--- src/rtl/axi4l_gpio_pkg.sv ---
// Shared constants, FSM state types and helpers for the AXI4-Lite GPIO slave.
package axi4l_gpio_pkg;

  // Register byte offsets within the slave window
  localparam int unsigned GPIO_IN_OFS  = 32'h0;
  localparam int unsigned GPIO_OUT_OFS = 32'h4;
  localparam int unsigned IRQ_EN_OFS   = 32'h8;
  localparam int unsigned IRQ_STAT_OFS = 32'hC;

  localparam logic [1:0] RESP_OKAY   = 2'b00;
  localparam logic [1:0] RESP_SLVERR = 2'b10;

  typedef enum logic {W_IDLE, W_RESP} wr_state_e;
  typedef enum logic {R_IDLE, R_DATA} rd_state_e;

  // Expand byte strobes into a 32-bit bit mask
  function automatic logic [31:0] strb_mask(input logic [3:0] strb);
    logic [31:0] mask;
    for (int i = 0; i < 4; i++) begin
      mask[8*i +: 8] = {8{strb[i]}};
    end
    return mask;
  endfunction

endpackage

--- src/rtl/gpio_in_sync.sv ---
// Two-flop synchronizer for asynchronous GPIO pins, plus a rising-edge detector
// that only exists when AXI4L_GPIO_IRQ_EN is defined.
module gpio_in_sync
  import axi4l_gpio_pkg::*;
#(
  parameter int unsigned GPIO_W = 32
) (
  input  logic              clk,
  input  logic              rst,
  input  logic [GPIO_W-1:0] gpio_in,
  output logic [GPIO_W-1:0] sync_out
`ifdef AXI4L_GPIO_IRQ_EN
  ,
  output logic [GPIO_W-1:0] rise
`endif
);

  logic [GPIO_W-1:0] s1_q, s2_q;

  // Metastability chain; s2 is the first stage safe to use in logic
  always_ff @(posedge clk or negedge rst) begin
    if (!rst) begin
      s1_q <= '0;
      s2_q <= '0;
    end else begin
      s1_q <= gpio_in;
      s2_q <= s1_q;
    end
  end

  assign sync_out = s2_q;

`ifdef AXI4L_GPIO_IRQ_EN
  logic [GPIO_W-1:0] s3_q;

  // One extra stage delays s2 so a 0->1 transition shows for exactly one cycle
  always_ff @(posedge clk or negedge rst) begin
    if (!rst) begin
      s3_q <= '0;
    end else begin
      s3_q <= s2_q;
    end
  end

  assign rise = s2_q & ~s3_q;
`endif

endmodule

--- src/rtl/axi4l_gpio_slv.sv ---
// AXI4-Lite GPIO register slave: synchronized input capture, output register,
// and an optional edge interrupt enabled by defining AXI4L_GPIO_IRQ_EN.
module axi4l_gpio_slv
  import axi4l_gpio_pkg::*;
#(
  parameter int unsigned       ADDR_W  = 6,
  parameter int unsigned       GPIO_W  = 32,
  parameter logic [GPIO_W-1:0] OUT_RST = '0
) (
  input  logic              clk,
  input  logic              rst,
  input  logic [ADDR_W-1:0] s_axi_awaddr,
  input  logic              s_axi_awvalid,
  output logic              s_axi_awready,
  input  logic [31:0]       s_axi_wdata,
  input  logic [3:0]        s_axi_wstrb,
  input  logic              s_axi_wvalid,
  output logic              s_axi_wready,
  output logic [1:0]        s_axi_bresp,
  output logic              s_axi_bvalid,
  input  logic              s_axi_bready,
  input  logic [ADDR_W-1:0] s_axi_araddr,
  input  logic              s_axi_arvalid,
  output logic              s_axi_arready,
  output logic [31:0]       s_axi_rdata,
  output logic [1:0]        s_axi_rresp,
  output logic              s_axi_rvalid,
  input  logic              s_axi_rready,
  input  logic [GPIO_W-1:0] gpio_in,
  output logic [GPIO_W-1:0] gpio_out,
  output logic              irq
);

  // Word indices; the two address LSBs never take part in decode
  localparam logic [ADDR_W-3:0] IdxIn   = (ADDR_W-2)'(GPIO_IN_OFS >> 2);
  localparam logic [ADDR_W-3:0] IdxOut  = (ADDR_W-2)'(GPIO_OUT_OFS >> 2);
  localparam logic [ADDR_W-3:0] IdxEn   = (ADDR_W-2)'(IRQ_EN_OFS >> 2);
  localparam logic [ADDR_W-3:0] IdxStat = (ADDR_W-2)'(IRQ_STAT_OFS >> 2);

  wr_state_e         w_state_q;
  logic              aw_done_q, w_done_q;
  logic [ADDR_W-3:0] aw_idx_q;
  logic [31:0]       wdata_q;
  logic [3:0]        wstrb_q;
  logic              awready_q, wready_q, bvalid_q;
  logic [1:0]        bresp_q;

  rd_state_e         r_state_q;
  logic              arready_q, rvalid_q;
  logic [31:0]       rdata_q, rd_val;
  logic [1:0]        rresp_q, rd_resp;
  logic [ADDR_W-3:0] rd_idx;

  logic [GPIO_W-1:0] gpio_out_q, gpio_sync;
  logic              wr_commit, wr_mapped;
  logic [31:0]       wr_mask;

  logic unused_addr_lsb;
  assign unused_addr_lsb = ^{s_axi_awaddr[1:0], s_axi_araddr[1:0]};

  assign wr_commit = (w_state_q == W_IDLE) && aw_done_q && w_done_q;
  assign wr_mask   = strb_mask(wstrb_q);
  assign wr_mapped = (aw_idx_q == IdxIn) || (aw_idx_q == IdxOut) ||
                     (aw_idx_q == IdxEn) || (aw_idx_q == IdxStat);

`ifdef AXI4L_GPIO_IRQ_EN
  logic [GPIO_W-1:0] gpio_rise, irq_en_q, irq_stat_q, stat_clr;
  logic              irq_q;

  gpio_in_sync #(
    .GPIO_W (GPIO_W)
  ) u_sync (
    .clk      (clk),
    .rst      (rst),
    .gpio_in  (gpio_in),
    .sync_out (gpio_sync),
    .rise     (gpio_rise)
  );
`else
  gpio_in_sync #(
    .GPIO_W (GPIO_W)
  ) u_sync (
    .clk      (clk),
    .rst      (rst),
    .gpio_in  (gpio_in),
    .sync_out (gpio_sync)
  );
`endif

  // Write channel: latch AW and W independently, commit once both are held
  always_ff @(posedge clk or negedge rst) begin
    if (!rst) begin
      w_state_q <= W_IDLE;
      aw_done_q <= 1'b0;
      w_done_q  <= 1'b0;
      aw_idx_q  <= '0;
      wdata_q   <= '0;
      wstrb_q   <= '0;
      awready_q <= 1'b0;
      wready_q  <= 1'b0;
      bvalid_q  <= 1'b0;
      bresp_q   <= RESP_OKAY;
    end else begin
      unique case (w_state_q)
        W_IDLE: begin
          if (wr_commit) begin
            bvalid_q  <= 1'b1;
            bresp_q   <= wr_mapped ? RESP_OKAY : RESP_SLVERR;
            aw_done_q <= 1'b0;
            w_done_q  <= 1'b0;
            w_state_q <= W_RESP;
          end else begin
            awready_q <= !aw_done_q && !(s_axi_awvalid && awready_q);
            wready_q  <= !w_done_q && !(s_axi_wvalid && wready_q);
            if (s_axi_awvalid && awready_q) begin
              aw_done_q <= 1'b1;
              aw_idx_q  <= s_axi_awaddr[ADDR_W-1:2];
            end
            if (s_axi_wvalid && wready_q) begin
              w_done_q <= 1'b1;
              wdata_q  <= s_axi_wdata;
              wstrb_q  <= s_axi_wstrb;
            end
          end
        end
        W_RESP: begin
          if (s_axi_bready) begin
            bvalid_q  <= 1'b0;
            awready_q <= 1'b1;
            wready_q  <= 1'b1;
            w_state_q <= W_IDLE;
          end
        end
      endcase
    end
  end

  // Output register, updated on the commit edge with byte-lane masking
  always_ff @(posedge clk or negedge rst) begin
    if (!rst) begin
      gpio_out_q <= OUT_RST;
    end else if (wr_commit && aw_idx_q == IdxOut) begin
      gpio_out_q <= GPIO_W'((32'(gpio_out_q) & ~wr_mask) | (s_axi_wdata & 32'h0) |
                            (wdata_q & wr_mask));
    end
  end

`ifdef AXI4L_GPIO_IRQ_EN
  assign stat_clr = (wr_commit && aw_idx_q == IdxStat) ? GPIO_W'(wdata_q & wr_mask) : '0;

  // Interrupt enable/status; a new edge beats a same-cycle W1C clear
  always_ff @(posedge clk or negedge rst) begin
    if (!rst) begin
      irq_en_q   <= '0;
      irq_stat_q <= '0;
      irq_q      <= 1'b0;
    end else begin
      if (wr_commit && aw_idx_q == IdxEn) begin
        irq_en_q <= GPIO_W'((32'(irq_en_q) & ~wr_mask) | (wdata_q & wr_mask));
      end
      irq_stat_q <= (irq_stat_q & ~stat_clr) | gpio_rise;
      irq_q      <= |(irq_stat_q & irq_en_q);
    end
  end

  assign irq = irq_q;
`else
  assign irq = 1'b0;
`endif

  // Read decode against current register state (pre-write on a collision)
  always_comb begin
    rd_idx  = s_axi_araddr[ADDR_W-1:2];
    rd_val  = '0;
    rd_resp = RESP_OKAY;
    case (rd_idx)
      IdxIn:  rd_val = 32'(gpio_sync);
      IdxOut: rd_val = 32'(gpio_out_q);
`ifdef AXI4L_GPIO_IRQ_EN
      IdxEn:   rd_val = 32'(irq_en_q);
      IdxStat: rd_val = 32'(irq_stat_q);
`else
      IdxEn, IdxStat: rd_val = '0;
`endif
      default: rd_resp = RESP_SLVERR;
    endcase
  end

  // Read channel: one-cycle latency, data held until accepted
  always_ff @(posedge clk or negedge rst) begin
    if (!rst) begin
      r_state_q <= R_IDLE;
      arready_q <= 1'b0;
      rvalid_q  <= 1'b0;
      rdata_q   <= '0;
      rresp_q   <= RESP_OKAY;
    end else begin
      unique case (r_state_q)
        R_IDLE: begin
          if (s_axi_arvalid && arready_q) begin
            rdata_q   <= rd_val;
            rresp_q   <= rd_resp;
            rvalid_q  <= 1'b1;
            arready_q <= 1'b0;
            r_state_q <= R_DATA;
          end else begin
            arready_q <= 1'b1;
          end
        end
        R_DATA: begin
          if (s_axi_rready) begin
            rvalid_q  <= 1'b0;
            arready_q <= 1'b1;
            r_state_q <= R_IDLE;
          end
        end
      endcase
    end
  end

  assign s_axi_awready = awready_q;
  assign s_axi_wready  = wready_q;
  assign s_axi_bvalid  = bvalid_q;
  assign s_axi_bresp   = bresp_q;
  assign s_axi_arready = arready_q;
  assign s_axi_rvalid  = rvalid_q;
  assign s_axi_rdata   = rdata_q;
  assign s_axi_rresp   = rresp_q;
  assign gpio_out      = gpio_out_q;

endmodule
--- config.mk ---
export PLATFORM = sky130hd
export DESIGN_NAME = axi4l_gpio_slv
export DESIGN_NICKNAME = d
export VERILOG_FILES = /design/src/rtl/axi4l_gpio_pkg.sv /design/src/rtl/gpio_in_sync.sv /design/src/rtl/axi4l_gpio_slv.sv
export SDC_FILE = /design/constraint.sdc
export NUM_CORES = 1
export LEC_CHECK = 0
export BUFFER_PORTS_ARGS = -buffer_cell sky130_fd_sc_hd__buf_2
export CORE_MARGIN = 3
export CORE_UTILIZATION = 45
export DETAILED_ROUTE_END_ITERATION = 6
export GPL_ROUTABILITY_DRIVEN = 0
export PLACE_DENSITY = 0.69
export SYNTH_ARGS = -nofsm -noshare
export SYNTH_HDL_FRONTEND = slang
export SYNTH_HIERARCHICAL = 1
export SYNTH_SLANG_ARGS = --single-unit
--- constraint.sdc ---
create_clock -name clk -period 2.41 [get_ports clk]
set_input_delay 0.3615 -clock clk [delete_from_list [all_inputs] [get_ports clk]]
set_output_delay 0.3615 -clock clk [all_outputs]
set_load 0.1 [all_outputs]
Word level (Yosys, flattened, before mapping)
Index checks and enable logic that the tools add are counted.
- bits in read-only memories: 0
- memories: 0
- memory bits (writable): 0
- register bits: 181
- latch bits: 0
- input port bits: 87
- bitwise operators: 7
- equal/unequal tests: 11
- reduce and logical (&&, ||, !) cells: 29
- $mul: 0
- muxes and demuxes: 27
- $lt $le $gt $ge: 0
- add/sub/neg operators: 0
- divide/modulo/power cells: 0
- shift-type cells: 0
- operators with widths (operator ; count):
    bitwise AND 32 bit ; 2
    one-hot mux 32 bit (2 select lines) ; 1
    inverter 32 bit ; 1
    OR 32 bit ; 1
    two-way mux 1 bit ; 17
    == test 4 x 2 -> 1 bit (second input constant) ; 4
    one-hot mux 1 bit (2 select lines) ; 7
    AND reduction 2 bit ; 7
    != test 2 bit (second input constant) ; 5
    == test 4 x 1 -> 1 bit (second input constant) ; 2
    logical AND 1 bit ; 8
    logical NOT 4 bit ; 2
    AND reduction 3 bit ; 2
    logical NOT 1 bit ; 4
    two-way mux 2 bit ; 2
    nonzero test 2 bit ; 2
    OR reduction 4 bit ; 1
    logical OR 1 bit ; 3
    inverter 1 bit ; 3

Longest topological paths before layout
Gate-level depths: netlist of run 1.
- word-level depth: 5
- mapped depth: 5

Cells and area by module
The synthesis of run 1 kept the hierarchy.
- modules (own cells, without submodules) (module ; cells an instance ; seq. area each (um^2) ; times used ; area an instance (um^2)):
    axi4l_gpio_slv ; 348 ; 2877.8 ; 1 ; 4857.2
    gpio_in_sync ; 64 ; 1601.5 ; 1 ; 1601.5

Least setup slack after synthesis of run 1
No wires, ideal clock.
- path kind: flip-flop to flip-flop
- from: register wready_q (netlist: s_axi_wready)
- to: register wdata_q[0]
- library setup time: 0.125 ns
- data arrival time: 1.801 ns
- buffers on the path: 1
- slack: 0.484 ns
- clock period less this slack: 1.926 ns
- stages on the path, launching flop included: 4
- path through: dfrtp_1 -> nand3_4 -> buf_6 -> mux2_4
- cells in the longest elaborated chain, start to end: 2
- ends and longest elaborated chain (element ; line ; RTL):
    from (decl) ; axi4l_gpio_slv.sv:45 ; logic awready_q, wready_q, bvalid_q;
    from (signal assigned) ; axi4l_gpio_slv.sv:114 ; wready_q <= !w_done_q && !(s_axi_wvalid && wready_q);
    logical AND 1 bit ; axi4l_gpio_slv.sv:119 ; if (s_axi_wvalid && wready_q) begin
    AND reduction 3 bit (no line) ; -- ;
    to (signal assigned) ; axi4l_gpio_slv.sv:121 ; wdata_q <= s_axi_wdata;
    to (decl) ; axi4l_gpio_slv.sv:43 ; logic [31:0] wdata_q;
No other way between the ends.
A chain may end at the register's enable or synchronous reset.

==> results of run 1 <==
==> critical path: stages (launching register included) <==
cell and delay [ns]:
dfrtp_1 0.54, nor4b_4 0.45, and3_1 0.50, mux2_2 0.40
==> worst paths after layout <==
| path | cells past startpoint | to | slack, ns |
|---|---|---|---|
| setup / recovery | 3 | register | 0.40 |
| max in group asynchronous | 3 | wstrb_q[2] | 1.16 |
| min in group asynchronous | 2 | u_sync/sync_out[7] | 0.52 |
| setup reg to reg | 3 | register | 0.40 |
| hold / removal | 1 | u_sync/s1_q[19] | 0.04 |
| hold reg to reg | 0 | u_sync/sync_out[13] | 0.34 |
==> cell type report <==
| class | instances | area [µm²] | area share, % |
|---|---|---|---|
| Multi-Input combinational cell | 209 | 1803 | 22.66 |
| Clock inverter | 9 | 81.33 | 1.022 |
| Inverter | 3 | 11.26 | 0.1415 |
| Tap cell | 180 | 225.2 | 2.831 |
| Timing Repair Buffer | 162 | 879.6 | 11.06 |
| Antenna cell | 1 | 2.502 | 0.03145 |
| Sequential cell | 179 | 4479 | 56.30 |
| Clock buffer | 22 | 474.2 | 5.960 |
==> stage by stage <==
| step | power, mW | worst slack [ns] |
|---|---|---|
| 2_1_floorplan | 7.348 | 0.4844 |
| 3_3_place_gp | 7.954 | 0.4136 |
| 3_5_place_dp | 8.072 | 0.4046 |
| 4_1_cts | 10.68 | 0.3733 |
| 5_1_grt | 11.06 | 0.2779 |
| 6_report | 10.58 | 0.4036 |
==> logic make-up after synthesis <==
kind of cell / count (synthesis) / synth area share (%)
multiplexers: 105 / 19.35
other: 1 / 0.05806
AO/OA/AOI/OAI: 48 / 4.010
AND/OR/NAND/NOR: 53 / 4.378
buffers and inverters: 26 / 2.848
flip-flops: 179 / 69.35
==> timing repair <==
item                                   4_1_cts  5_1_grt
hold buffers                                 1        0
buffers inserted                             0        0
endpoints found under the hold margin       65        0
==> power by group <==
part           switching, mW  internal (mW)
clock                   1.08           1.49
sequential             0.492           3.71
combinational           2.71           1.09
==> cells in the final DEF (no fill, tap or decap), drive strengths merged, types with 2 or more instances in the layout <==
cell type / count
nand2: 38
dfrtp: 179
buf: 161
o21ai: 37
mux2: 72
clkinvlp: 3
clkbuf: 22
nor2: 4
a311oi: 2
and3: 3
a21oi: 6
conb: 3
nand3: 3
mux2i: 33
clkinv: 5
inv: 3
==> per-layer routing <==
layer	track usage, %	share of wire [%]	up-vias
met3	4.877	6.2	20
met5	0	0.053	-
met2	26.49	46	127
met4	6.940	1.9	2
met1	24.47	45	1921
li1	-	-	1732
==> summary.txt, run 1 <==
Setup path
  • Worst EP required: 2.71 ns
  • Critical Path End Type: register
  • R2r startpoint: w_state_q
  • Crit path launch: w_state_q
  • Startpoint class of the critical path: register
  • Setup CP Type: reg2reg
  • Worst-path fanout max: 12
  • Arrival time at the worst endpoint: 2.31 ns

Routing
  • Final wirelength: 13.24 mm
  • Post-route ant nets: 0
  • Vias per cell: 4.970
  • DR iter-0 viols: 140
  • Pre-Repair DR Iteration Count: 4
  • Routed length per placed instance: 17.30 µm
  • Via count: 3,802
  • DRC: 0

Yosys
  • Synth top area cells: dfrtp_1 (69%), mux2_2 (7.3%), mux2_4 (6.7%)
  • Post-synth top area cell: dfrtp_1
  • Share of the synthesized area in the top cell type: 69.35%
  • Syn_area_per_cell: 15.68 µm²
  • Post-synth EDFFs: 0
  • Post-Syn Area: 0.006459 mm²
  • #FFs+latches synth: 179
  • Cells after Synth: 412
  • Synth top cells by count: dfrtp_1 (179), mux2_2 (42), nand2_1 (38), mux2i_1 (33), mux2_4 (29)
  • Synth Flop Type: dfrtp_1
  • Synth warn: 6
  • Yosys cell types: 31
  • Register area share after synthesis: 69.35%
  • Most common cell in the netlist: dfrtp_1
  • FFs w/ async S/R, synth: 100.0%

STA
  • Hold slack: 0.04395 ns
  • Unrepaired setup endpoints after global routing: no
  • F_max: 498.4 MHz
  • Setup violations, final: 0
  • Worst Tran Pin Value: 0.7110 ns
  • Final Hold Fails: 0
  • Slew Viols, Final: 0
  • Slew Limit Headroom: 52.60%
  • Total negative slack: 0 ns
  • Period minus WS final: 2.006 ns
  • Fin crit share: 83.25%
  • Clock Skew: 0.008139 ns

Power and ir drop
  • Maximum VDD drop: 0.001003 V
  • Leakage: 4.104 nW
  • Pwr Density: 1329 mW/mm²

Final layout
  • Area delta synth->final: 23.19%
  • Post-route cell area: 0.007956 mm²
  • Filler cells: 1,133
  • # nets final: 659
  • Share of cells above drive strength 1: 45.89%
  • Finished Layout Cells: 765
  • Fin util: 57.10%

Placed design
  • Placed Cells: 732
  • Area after DPL: 0.007388 mm²
  • Port Buf Inserts: 153
  • Hpwl dp: 8.898 mm

Clock tree
  • CTS tree: built
  • Post_cts resized: 0
  • TritonCTS Sinks: 179
  • H-tree depth: 4
  • Clock transition at path regs: 0.06 ns
  • Clk root buf: clkbuf_16
  • CTS max path bufs: 2
  • TritonCTS buffer count: 17
  • Clock Latency Late Sink: 0.42 ns

Floorplanning
  • Full die area: 0.01583 mm²
  • Die Ht: 125.8 µm
  • Core Rows: 43
  • CORE AREA: 0.01393 mm²
  • Initial Utilization: 46.35%
  • Io pins: 161
  • Die width: 125.8 µm

Global route
  • Grt ovf: 0
  • Initial antenna violation count: 2
  • Vias in the first global route: 4,013
  • Pin count of the biggest net entering global routing: 71
  • Total track usage: 17.57%
  • First-pass GRT wire length: 21.63 mm

Run status
  • Status: complete, no violations

Job
  • Max Cap Viol: 0

Worst hold path
  • Worst Hold Launch: gpio_in[19]
  • Hold Crit Class: in2reg
(Power assumes the default switching activity.)
==> inputs of run 2 (changes only) <==
--- a/config.mk
+++ b/config.mk
@@ -10,7 +10,7 @@
 export CORE_UTILIZATION = 45
 export DETAILED_ROUTE_END_ITERATION = 6
 export GPL_ROUTABILITY_DRIVEN = 0
-export PLACE_DENSITY = 0.69
+export PLACE_DENSITY = 0.72
 export SYNTH_ARGS = -nofsm -noshare
 export SYNTH_HDL_FRONTEND = slang
 export SYNTH_HIERARCHICAL = 1
==> constraint.sdc (replaced) <==
create_clock -name clk -period 1.8 [get_ports clk]
set_input_delay 0.27 -clock clk [delete_from_list [all_inputs] [get_ports clk]]
set_output_delay 0.27 -clock clk [all_outputs]
set_load 0.1 [all_outputs]
==> summary.txt, run 2 (same netlist as run 1, synthesis figures left out) <==
Run status
  • Status: complete, no violations

Clock tree
  • CTS tree: built
  • Clock transition at path regs: 0.06 ns
  • Clock Latency Late Sink: 0.42 ns
  • Clk root buf: clkbuf_16
  • H-tree depth: 4
  • CTS max path bufs: 2
  • TritonCTS Sinks: 179
  • TritonCTS buffer count: 17

Floorplanning
  • Die Ht: 125.8 µm
  • CORE AREA: 0.01393 mm²
  • Core Rows: 43
  • Initial Utilization: 46.35%
  • Full die area: 0.01583 mm²
  • Die width: 125.8 µm
  • Io pins: 161

Placed design
  • Pre-CTS setup slack: 0.1275 ns
  • Hpwl dp: 9.227 mm
  • Area after DPL: 0.007491 mm²
  • Placed Cells: 737
  • Port Buf Inserts: 153

STA
  • Hold slack: 0.06350 ns
  • Fin crit share: 92.06%
  • Worst setup margin: 0.1430 ns
  • Slew Viols, Final: 0
  • Setup violations, final: 0
  • Period minus WS final: 1.657 ns
  • Unrepaired setup endpoints after global routing: no
  • Clock Skew: 0.007901 ns
  • Total negative slack: 0 ns
  • F_max: 603.5 MHz
  • Final Hold Fails: 0

Setup path
  • Top Family by Delay on Critical Path: simple AND/OR/NAND/NOR gates
  • R2r startpoint: aw_idx_q[3]
  • Crit path launch: aw_idx_q[3]
  • Critical Path End Type: register
  • Worst path max stage delay: 0.42 ns
  • Crit path max-delay cell type: dfrtp_1
  • Setup CP Type: reg2reg
  • Worst-path fanout max: 8
  • Startpoint class of the critical path: register
  • Crit path buffers/inverters: 1
  • Arrival time at the worst endpoint: 1.95 ns
  • Cells along the critical path: nor4b_4 > and3_1 > buf_12 > mux2_1
  • Worst EP required: 2.10 ns

Final layout
  • Most frequent cells in the layout: dfrtp_1 (177), buf_2 (152), mux2_2 (42), nand2_1 (38)
  • # nets final: 696
  • Filler cells: 1,072
  • Area delta synth->final: 31.17%
  • Fin util: 60.80%
  • Commonest non-fill, non-tap cell in the layout: dfrtp_1
  • Post-route cell area: 0.008472 mm²
  • Finished Layout Cells: 803
  • Share of cells above drive strength 1: 44.37%

Routing
  • Vias per cell: 4.939
  • Post-route ant nets: 0
  • Pre-Repair DR Iteration Count: 4
  • DR iter-0 viols: 229
  • Final wirelength: 13.92 mm
  • DRC: 0
  • Via count: 3,966
  • Routed length per placed instance: 17.33 µm

Global route
  • Vias in the first global route: 4,336
  • Grt ovf: 0
  • Total track usage: 18.36%
  • Initial antenna violation count: 1
  • First-pass GRT wire length: 22.60 mm
  • Pin count of the biggest net entering global routing: 56

Power and ir drop
  • Leakage: 4.329 nW
  • Maximum VDD drop: 0.001458 V
  • Pwr Density: 1751 mW/mm²
  • Power after layout: 14.83 mW

Worst hold path
  • Hold Crit Class: in2reg
  • Worst Hold Launch: s_axi_rready

Job
  • Max Cap Viol: 0
## run 2: cell count changes in the layout (fill, tap and decap cells not counted)
cell | previous run | this run
clkinvlp_4 | 3 | 1
buf_12 | 3 | 8
clkinv_2 | 4 | 2
dlygate4sd3_1 | 1 | 33
clkbuf_8 | 3 | 5
bufinv_16 | 1 | 4
dfrtp_2 | 0 | 2
dfrtp_1 | 179 | 177
## run 2: report_power, final
group	switching, mW	total, mW	internal [mW]
clock network	1.46	3.97	2.51
logic	3.71	5.28	1.57
registers	0.619	5.59	4.97
## run 2: area by class of cell
class	count	area (µm²)	share of cell area (%)
flip-flops and latches	179	4482	52.90
inverters	3	11.26	0.1329
repair buffers	199	1300	15.34
well taps	180	225.2	2.658
multi-input cells	209	1803	21.28
clock inverters	8	146.4	1.728
clock buffers	24	501.7	5.922
diodes	1	2.502	0.02954
## run 2: metal layers
metal	vias to the layer above	share of wire, %	GRT usage (%)
met5	-	0	0
met4	0	1.8	7.129
met3	23	5.6	4.792
met2	132	49	29.80
met1	2000	44	23.92
li1	1811	-	-
## run 2: path summary, 6_finish.rpt
check                                       to  slack, ns  cells past startpoint
min in group asynchronous       u_sync/s1_q[6]       0.33                      2
max reg2reg                           register       0.14                      4
min reg2reg                u_sync/sync_out[31]       0.35                      0
min                                  r_state_q       0.06                      2
max                                   register       0.14                      4
max in group asynchronous       s_axi_rdata[9]       0.83                      3
## run 2: timing repair
action | in CTS | in global routing
endpoints found under the hold margin | 67 | 0
resized for setup | 0 | 0
hold buffers | 33 | 0
setup buffers | 0 | 0
==> inputs of run 3 (changes only) <==
--- a/config.mk
+++ b/config.mk
@@ -10,7 +10,8 @@
 export CORE_UTILIZATION = 45
 export DETAILED_ROUTE_END_ITERATION = 6
 export GPL_ROUTABILITY_DRIVEN = 0
-export PLACE_DENSITY = 0.72
+export PLACE_DENSITY = 0.69
+export REMOVE_ABC_BUFFERS = 1
 export SYNTH_ARGS = -nofsm -noshare
 export SYNTH_HDL_FRONTEND = slang
 export SYNTH_HIERARCHICAL = 1
==> constraint.sdc (replaced) <==
create_clock -name clk -period 2.03 [get_ports clk]
set_input_delay 0.3045 -clock clk [delete_from_list [all_inputs] [get_ports clk]]
set_output_delay 0.3045 -clock clk [all_outputs]
set_load 0.1 [all_outputs]
==> summary.txt, run 3 (same netlist as run 1, synthesis figures left out) <==
Floorplanning
  • Die width: 125.8 µm
  • Full die area: 0.01583 mm²
  • Core Rows: 43
  • Io pins: 161
  • Die Ht: 125.8 µm
  • Initial Utilization: 46.35%
  • CORE AREA: 0.01393 mm²

Setup path
  • Worst-path fanout max: 9
  • Setup CP Type: reg2reg
  • Worst EP required: 2.33 ns
  • Arrival time at the worst endpoint: 2.07 ns
  • Critical Path End Type: register
  • Startpoint class of the critical path: register
  • Worst R2R Setup Slack: 0.26 ns
  • R2r startpoint: aw_done_q
  • Path depth of the worst reg2reg path: 4

Power and ir drop
  • Clock Power Share: 23.6%
  • Internal: 7.475 mW
  • Power after layout: 12.56 mW
  • Pwr Density: 1511 mW/mm²
  • Maximum VDD drop: 0.001328 V
  • Comb power frac: 37.0%
  • Sequential share of power: 39.4%
  • Sw frac: 40.48%
  • Leakage: 4.263 nW
  • Net switching power: 5.083 mW

Worst hold path
  • Hold Path Sink: wdata_q[22]
  • WHS Path Cells: 2
  • Hold Crit Class: in2reg
  • Worst Hold Launch: s_axi_wdata[22]

Final layout
  • Diode count: 0
  • # nets final: 694
  • Fin util: 59.64%
  • Most frequent cells in the layout: dfrtp_1 (179), buf_2 (152), mux2_2 (42), nand2_1 (38)
  • Commonest non-fill, non-tap cell in the layout: dfrtp_1
  • Area delta synth->final: 28.67%
  • Share of cells above drive strength 1: 43.71%

STA
  • Total negative slack: 0 ns
  • Period minus WS final: 1.773 ns
  • Slew Viols, Final: 0
  • Fin crit share: 87.35%
  • Unrepaired setup endpoints after global routing: no
  • F_max: 563.9 MHz
  • Final Hold Fails: 0
  • Worst setup margin: 0.2568 ns
  • Clock Skew: 0.007505 ns
  • Setup violations, final: 0

Clock tree
  • H-tree depth: 4
  • CTS max path bufs: 2
  • TritonCTS Sinks: 179
  • CTS tree: built
  • Clock transition at path regs: 0.06 ns
  • TritonCTS buffer count: 17
  • Clk root buf: clkbuf_16
  • Clock Latency Late Sink: 0.42 ns
  • Post_cts resized: 0

Run status
  • Status: complete, no violations

Routing
  • Final wirelength: 13.11 mm
  • Vias per cell: 4.910
  • DRC: 0
  • Pre-Repair DR Iteration Count: 4
  • Via count: 3,928
  • Post-route ant nets: 0
  • DR iter-0 viols: 168
  • Routed length per placed instance: 16.39 µm

Placed design
  • Hpwl dp: 8.548 mm
  • Pre-CTS setup slack: 0.2687 ns
  • Port Buf Inserts: 153

Global route
  • Pin count of the biggest net entering global routing: 64
  • Total track usage: 17.51%
  • Initial antenna violation count: 0
  • First-pass GRT wire length: 21.51 mm
  • Grt ovf: 0
  • Vias in the first global route: 4,151

Job
  • Max Cap Viol: 0
==> run 3: changes by cell type in the layout (fill, tap and decap cells not counted), sizes merged <==
cell | before | now
buf | 166 | 164
bufinv | 4 | 0
clkinvlp | 1 | 2
diode | 1 | 0
clkinv | 3 | 6
==> run 3: worst max path at each step <==
stage	startpoint	to	slack (ns)	depth (start not counted)
after detailed placement	aw_done_q	register	0.27	4
after floorplan	s_axi_arready	s_axi_rdata[0]	-0.29	3
after global placement	aw_done_q	register	0.29	4
final	aw_done_q	register	0.26	4
after CTS	aw_done_q	register	0.26	4
after global routing	aw_done_q	register	0.15	4
==> run 3: what timing repair did <==
action / 4_1_cts / 5_1_grt
buffers inserted: 0 / 0
hold endpoints to repair: 68 / 0
hold buffers: 33 / 0
==> run 3: power groups by stage <==
stage          combinational (mW)  clock, mW  sequential [mW]
6_report                     4.65       2.96             4.95
5_1_grt                      4.86       3.19             5.07
4_1_cts                      4.70       3.04             4.95
3_5_place_dp                 4.63          0             5.01
3_3_place_gp                 4.55          0             4.94
2_1_floorplan                1.43          0             7.18
==> run 3: cell type report <==
class                           instances  area [µm²]
Clock buffer                           24       491.7
Fill cell                            1113        5624
Inverter                                3       11.26
Multi-Input combinational cell        209        1803
Clock inverter                          8       52.55
Sequential cell                       179        4479
Tap cell                              180       225.2
Timing Repair Buffer                  197        1247
==> run 3: critical path, stage by stage (launching register included) <==
cell	delay, ns
dfrtp_1	0.50
nor4b_4	0.40
and3_1	0.22
buf_4	0.18
mux2_2	0.36
==> run 3: metrics by stage <==
stage / cells / cell area, µm² / hold slack, ns
after CTS: 800 / 8310 / 0.09135
after detailed placement: 735 / 7436 / 0.2371
final: 800 / 8310 / 0.1135
after global placement: 735 / 7436 / 0.2285
after global routing: 800 / 8310 / 0.09643
after floorplan: 391 / 6294 / 0.008909
==> run 3: layer usage <==
layer	share of wire, %	global-route usage [%]	vias to the layer above
met5	0	0	-
met4	1.9	7.066	0
met3	5.2	4.071	24
met2	49	28.29	117
met1	43	23.13	1987
li1	-	-	1800
